--- config.mk ---
export PLATFORM = sky130hd
export DESIGN_NAME = ifetch_unit
export DESIGN_NICKNAME = d
export VERILOG_FILES = /design/src/rtl/ifetch_unit.sv
export SDC_FILE = /design/constraint.sdc
export NUM_CORES = 1
export LEC_CHECK = 0
export ABC_CLOCK_PERIOD_IN_PS = 5300
export BUFFER_PORTS_ARGS = -buffer_cell sky130_fd_sc_hd__buf_2
export CAP_MARGIN = 20
export CORE_MARGIN = 2
export CORE_UTILIZATION = 45
export CTS_CLUSTER_DIAMETER = 80
export DETAILED_ROUTE_END_ITERATION = 8
export MAX_ROUTING_LAYER = met4
export PLACE_DENSITY = 0.68
export SLEW_MARGIN = 10
export SYNTH_ARGS = -nofsm -noshare
export SYNTH_HDL_FRONTEND = slang
export SYNTH_SLANG_ARGS = --single-unit
--- constraint.sdc ---
create_clock -name clk -period 5.3 [get_ports clk]
set_clock_uncertainty 0.15 [all_clocks]
set_input_delay 0.53 -clock clk [delete_from_list [all_inputs] [get_ports clk]]
set_output_delay 0.53 -clock clk [all_outputs]
set_load 0.02 [all_outputs]
--- src/rtl/ifetch_unit.sv ---
// Instruction fetch stage: owns the PC, fetches one word at a time over a req/ack
// memory port, hands it to decode with valid/ready, and follows resolved redirects.
module ifetch_unit #(
  parameter logic [31:0] RESET_PC = 32'h0000_0000,
  parameter int unsigned PC_STEP  = 4
) (
  input  logic        clk,
  input  logic        rst,
  output logic        imem_req,
  output logic [31:0] imem_addr,
  input  logic        imem_ack,
  input  logic [31:0] imem_rdata,
  output logic        inst_valid,
  output logic [31:0] instruction,
  output logic [31:0] inst_pc,
  input  logic        inst_ready,
  input  logic        br_taken,
  input  logic        jal,
  input  logic        jalr,
  input  logic [31:0] ex_pc,
  input  logic [31:0] imm32,
  input  logic [31:0] rs1_data,
  output logic        misalign_fault
);

  localparam logic [31:0] STEP = 32'(PC_STEP);

  typedef enum logic [1:0] {BOOT, REQ, HOLD, FAULT} state_t;

  state_t      state;
  logic [31:0] pc;
  logic        discard;

  logic        redirect;
  logic [31:0] target;
  logic        misaligned;

  // Redirect target; jalr wins over the pc-relative forms.
  always_comb begin
    redirect   = br_taken | jal | jalr;
    target     = ex_pc + imm32;
    if (jalr) target = (rs1_data + imm32) & ~32'h1;
    misaligned = |target[1:0];
  end

  always_ff @(posedge clk or posedge rst) begin
    if (rst) begin
      state          <= BOOT;
      pc             <= RESET_PC;
      discard        <= 1'b0;
      imem_req       <= 1'b0;
      imem_addr      <= 32'h0;
      inst_valid     <= 1'b0;
      instruction    <= 32'h0;
      inst_pc        <= 32'h0;
      misalign_fault <= 1'b0;
    end else begin
      case (state)
        BOOT: begin
          imem_req  <= 1'b1;
          imem_addr <= pc;
          state     <= REQ;
        end

        // Request outstanding: the address is frozen until ack.
        REQ: begin
          if (redirect) begin
            if (misaligned) begin
              misalign_fault <= 1'b1;
              inst_valid     <= 1'b0;
              discard        <= 1'b0;
              if (imem_ack) imem_req <= 1'b0;
              state          <= FAULT;
            end else begin
              pc <= target;
              if (imem_ack) begin
                imem_addr <= target;
                discard   <= 1'b0;
              end else begin
                discard   <= 1'b1;
              end
            end
          end else if (imem_ack) begin
            if (discard) begin
              discard   <= 1'b0;
              imem_addr <= pc;
            end else begin
              instruction <= imem_rdata;
              inst_pc     <= imem_addr;
              inst_valid  <= 1'b1;
              pc          <= imem_addr + STEP;
              imem_req    <= 1'b0;
              state       <= HOLD;
            end
          end
        end

        // Instruction presented to decode; a redirect drops it.
        HOLD: begin
          if (redirect) begin
            inst_valid <= 1'b0;
            if (misaligned) begin
              misalign_fault <= 1'b1;
              state          <= FAULT;
            end else begin
              pc        <= target;
              imem_addr <= target;
              imem_req  <= 1'b1;
              state     <= REQ;
            end
          end else if (inst_ready) begin
            inst_valid <= 1'b0;
            imem_addr  <= pc;
            imem_req   <= 1'b1;
            state      <= REQ;
          end
        end

        // Terminal until reset; only lets an outstanding request complete.
        FAULT: begin
          if (imem_req && imem_ack) imem_req <= 1'b0;
        end

        default: state <= FAULT;
      endcase
    end
  end

endmodule
==> flow_summary.toml <==
[yosys]
synth_warnings = 0
syn_inst = 1087
synth_ff_type = "dfrtp_1"
async_reset_ff_frac = 1.00
avgSynthCellArea_um2 = 8.96
ys_types = 75
synth_edf_count = 0
synth_nets = 1289
synth_seq_cells = 134
yosysSeqAreaShare = 0.344
synth.cell_area_um2 = 9740

[global_route]
grt_pass1_wl_mm = 44.2
use_met2 = 0.379
grt_max_degree = 88
gr-total-overflow = 0
grt_pass1_vias = 8480
busiest_layer = "met2"
antenna_found_initial = 0
grtUsageMet3 = 0.0307
grt_usage = 0.251
grtUsageMet1 = 0.362

[clocking]
cts_root_buf = "clkbuf_16"
cts_buffers = 17
cts_hold_buf = 0
cts_buffer_depth = 2
clk_pin_slew_ns = 0.06
cts_resized = 0
clk_latency_ns = 0.41
clock-sinks = 134
cts_tree = "built"
cts_setup_buffers = 0
h-tree-depth = 4

[sta]
finalMaxSlewViolations = 0
worst_pin_slew_ns = 1.06
max_freq_ghz = 0.294
period_needed_ns = 3.40
max_slew_margin = 0.295
holdWs_ns = 0.110
finalHoldViolCount = 0
setup_viol = 0
tns_ns = 0
finalCritPeriodShare = 0.642
rsz0062_at_grt = "no"

[floorplan]
row_count = 53
die_area_um2 = 22800
io_pins = 234
die_w_um = 151
fp.coreArea_um2 = 21200
fp.dieH_um = 151
initial_core_util = 0.461

[critical_path]
cp-start-kind = "input pin"
cp_max_fo = 48
path_class = "input pin to flip-flop"
timing.rr.end = "pc[8]$_DFFE_PP0P_"
rrSetupSlack_ns = 2.27
end_kind = "flip-flop"
rr_startpoint = "state[1]$_DFFE_PP0P_"
ff2ff_path_depth = 7
worstPathRequired_ns = 5.42
crit_arrival_ns = 3.52

[layout]
synthToLayoutAreaGrowth_pct = 19.7
antenna_cells = 0
drive_gt1_frac = 0.275
num-nets-final = 1497
final_area_um2 = 11700
multi_input_area_um2 = 6110
fill_cells = 1938
regArea_um2 = 3350

[placed_design]
dpl_cell_area_um2 = 11100
hpwl_mm = 21.3
gp_congestion = 0.932
portBuffers = 233

[power_and_ir_drop]
power_switching_w = 0.00256
clkPwrFrac = 0.184
pwr-share-seq = 0.328
p_per_area_nw_per_um2 = 503
peakVddDrop_v = 0.000276
comb_power_share = 0.487
leakage_nw = 5.47
p_sw_frac = 0.437
p_int_w = 0.00330

[drt]
vias_per_cell = 5.71
first_pass_iters = 5
wl_per_cell_um = 17.5
vias = 9038
drt_iter0_markers = 700
routed_wl_mm = 27.7
antenna_left = 0
drc = 0

[min_path]
hp-class = "input pin to asynchronous set/reset pin"

[flow_run]
cap_violations = 0

[status]
outcome = "finished clean"
[power by group through the flow]
stage	Sequential [W]	Clock (W)	Combinational, W
3_5_place_dp	0.00194	0	0.00284
5_1_grt	0.00200	0.00115	0.00313
6_report	0.00193	0.00108	0.00286
3_3_place_gp	0.00192	0	0.00282
4_1_cts	0.00192	0.00110	0.00285
2_1_floorplan	0.00229	0	0.00154
[cell families after synthesis]
family	count (synthesis)	synth area share
AND/OR/NAND/NOR	315	0.156
multiplexers	71	0.0810
adder cells (fa/ha/maj)	67	0.0876
flip-flops	134	0.344
AO/OA/AOI/OAI	350	0.235
buffers and inverters	77	0.0304
XOR/XNOR	73	0.0656
[sequential cells by signal, indices dropped and copies added (netlist names)]
name and count:
inst_pc 32, imem_addr 32, instruction 32, pc 32, discard 1, imem_req 1
state 2, inst_valid 1, misalign_fault 1
[per-stage QoR]
step | setup WS, ns | power [W] | util | instances
6_report | 1.90 | 0.00587 | 0.552 | 1582
5_1_grt | 1.66 | 0.00628 | 0.552 | 1582
4_1_cts | 1.94 | 0.00588 | 0.552 | 1582
3_5_place_dp | 1.51 | 0.00478 | 0.526 | 1551
3_3_place_gp | 1.52 | 0.00473 | 0.526 | 1551
2_1_floorplan | 1.04 | 0.00383 | - | 1087
[Yosys cell counts, types with 5 or more instances]
master,count,share of area
nor3_1,14,0.0072
mux2i_1,8,0.0082
mux2_2,63,0.073
inv_1,27,0.010
a22o_1,5,0.0045
o22ai_1,28,0.018
nand2_1,97,0.037
o31ai_1,5,0.0039
dfrtp_1,134,0.34
a31oi_1,14,0.0090
ha_1,65,0.083
o21ai_0,78,0.040
o21bai_1,6,0.0046
and4_1,6,0.0054
and3_1,14,0.0090
a21o_1,30,0.023
a21oi_1,97,0.050
nand4_1,14,0.0090
o21a_1,7,0.0054
nor2b_1,12,0.0077
nand3_1,37,0.019
nor2_1,75,0.029
o211ai_1,15,0.012
clkbuf_1,42,0.016
a211oi_1,11,0.0085
or3_1,13,0.0083
nand2b_1,12,0.0077
xor2_1,28,0.025
xnor2_1,45,0.040
[critical path, stage by stage]
cell and delay [ns]:
buf_2 0.10, ha_1 0.22, fa_1 0.50, o31ai_1 0.46, nor2_1 0.18, o21ai_0 0.21
nand2_1 0.08, or2_2 0.62, or3_1 0.46, o21ai_0 0.08, a41oi_1 0.06
[cell type report]
cell class              instances  area share
multi-input cells             876       0.524
well taps                     275      0.0295
flip-flops and latches        134       0.287
inverters                      27     0.00912
repair buffers                239       0.104
clock buffers                  22      0.0398
clock inverters                 9     0.00676
[layout by cell type, fill, tap and decap left out, types with 17 or more instances in the layout]
master / synthesis / layout
xnor2_1: 45 / 45
a21o_1: 30 / 30
nor2_1: 75 / 74
o21ai_0: 78 / 78
dfrtp_1: 134 / 134
a21oi_1: 97 / 97
xor2_1: 28 / 28
buf_2: 3 / 233
nand3_1: 37 / 36
mux2_2: 63 / 63
clkbuf_16: 0 / 17
o22ai_1: 28 / 28
inv_1: 27 / 26
ha_1: 65 / 65
nand2_1: 97 / 97
[worst max path at each step]
stage          startpoint                         to  slack, ns  cells past startpoint
2_1_floorplan         rst        discard$_DFFE_PP0P_       1.04                      1
3_3_place_gp     ex_pc[0]  imem_addr[27]$_DFFE_PP0P_       1.52                     11
3_5_place_dp     imm32[0]  imem_addr[27]$_DFFE_PP0P_       1.51                     11
4_1_cts          imm32[0]  imem_addr[27]$_DFFE_PP0P_       1.94                     11
5_1_grt          imm32[0]  imem_addr[27]$_DFFE_PP0P_       1.66                     11
6_report         ex_pc[0]  imem_addr[27]$_DFFE_PP0P_       1.90                     11
[routing by layer]
layer,wire length (um),part of all wire
met5,0,0
met4,348,0.013
met3,1800,0.065
met2,12200,0.44
met1,13400,0.48
No activity file was read; power rests on OpenSTA's default activity.
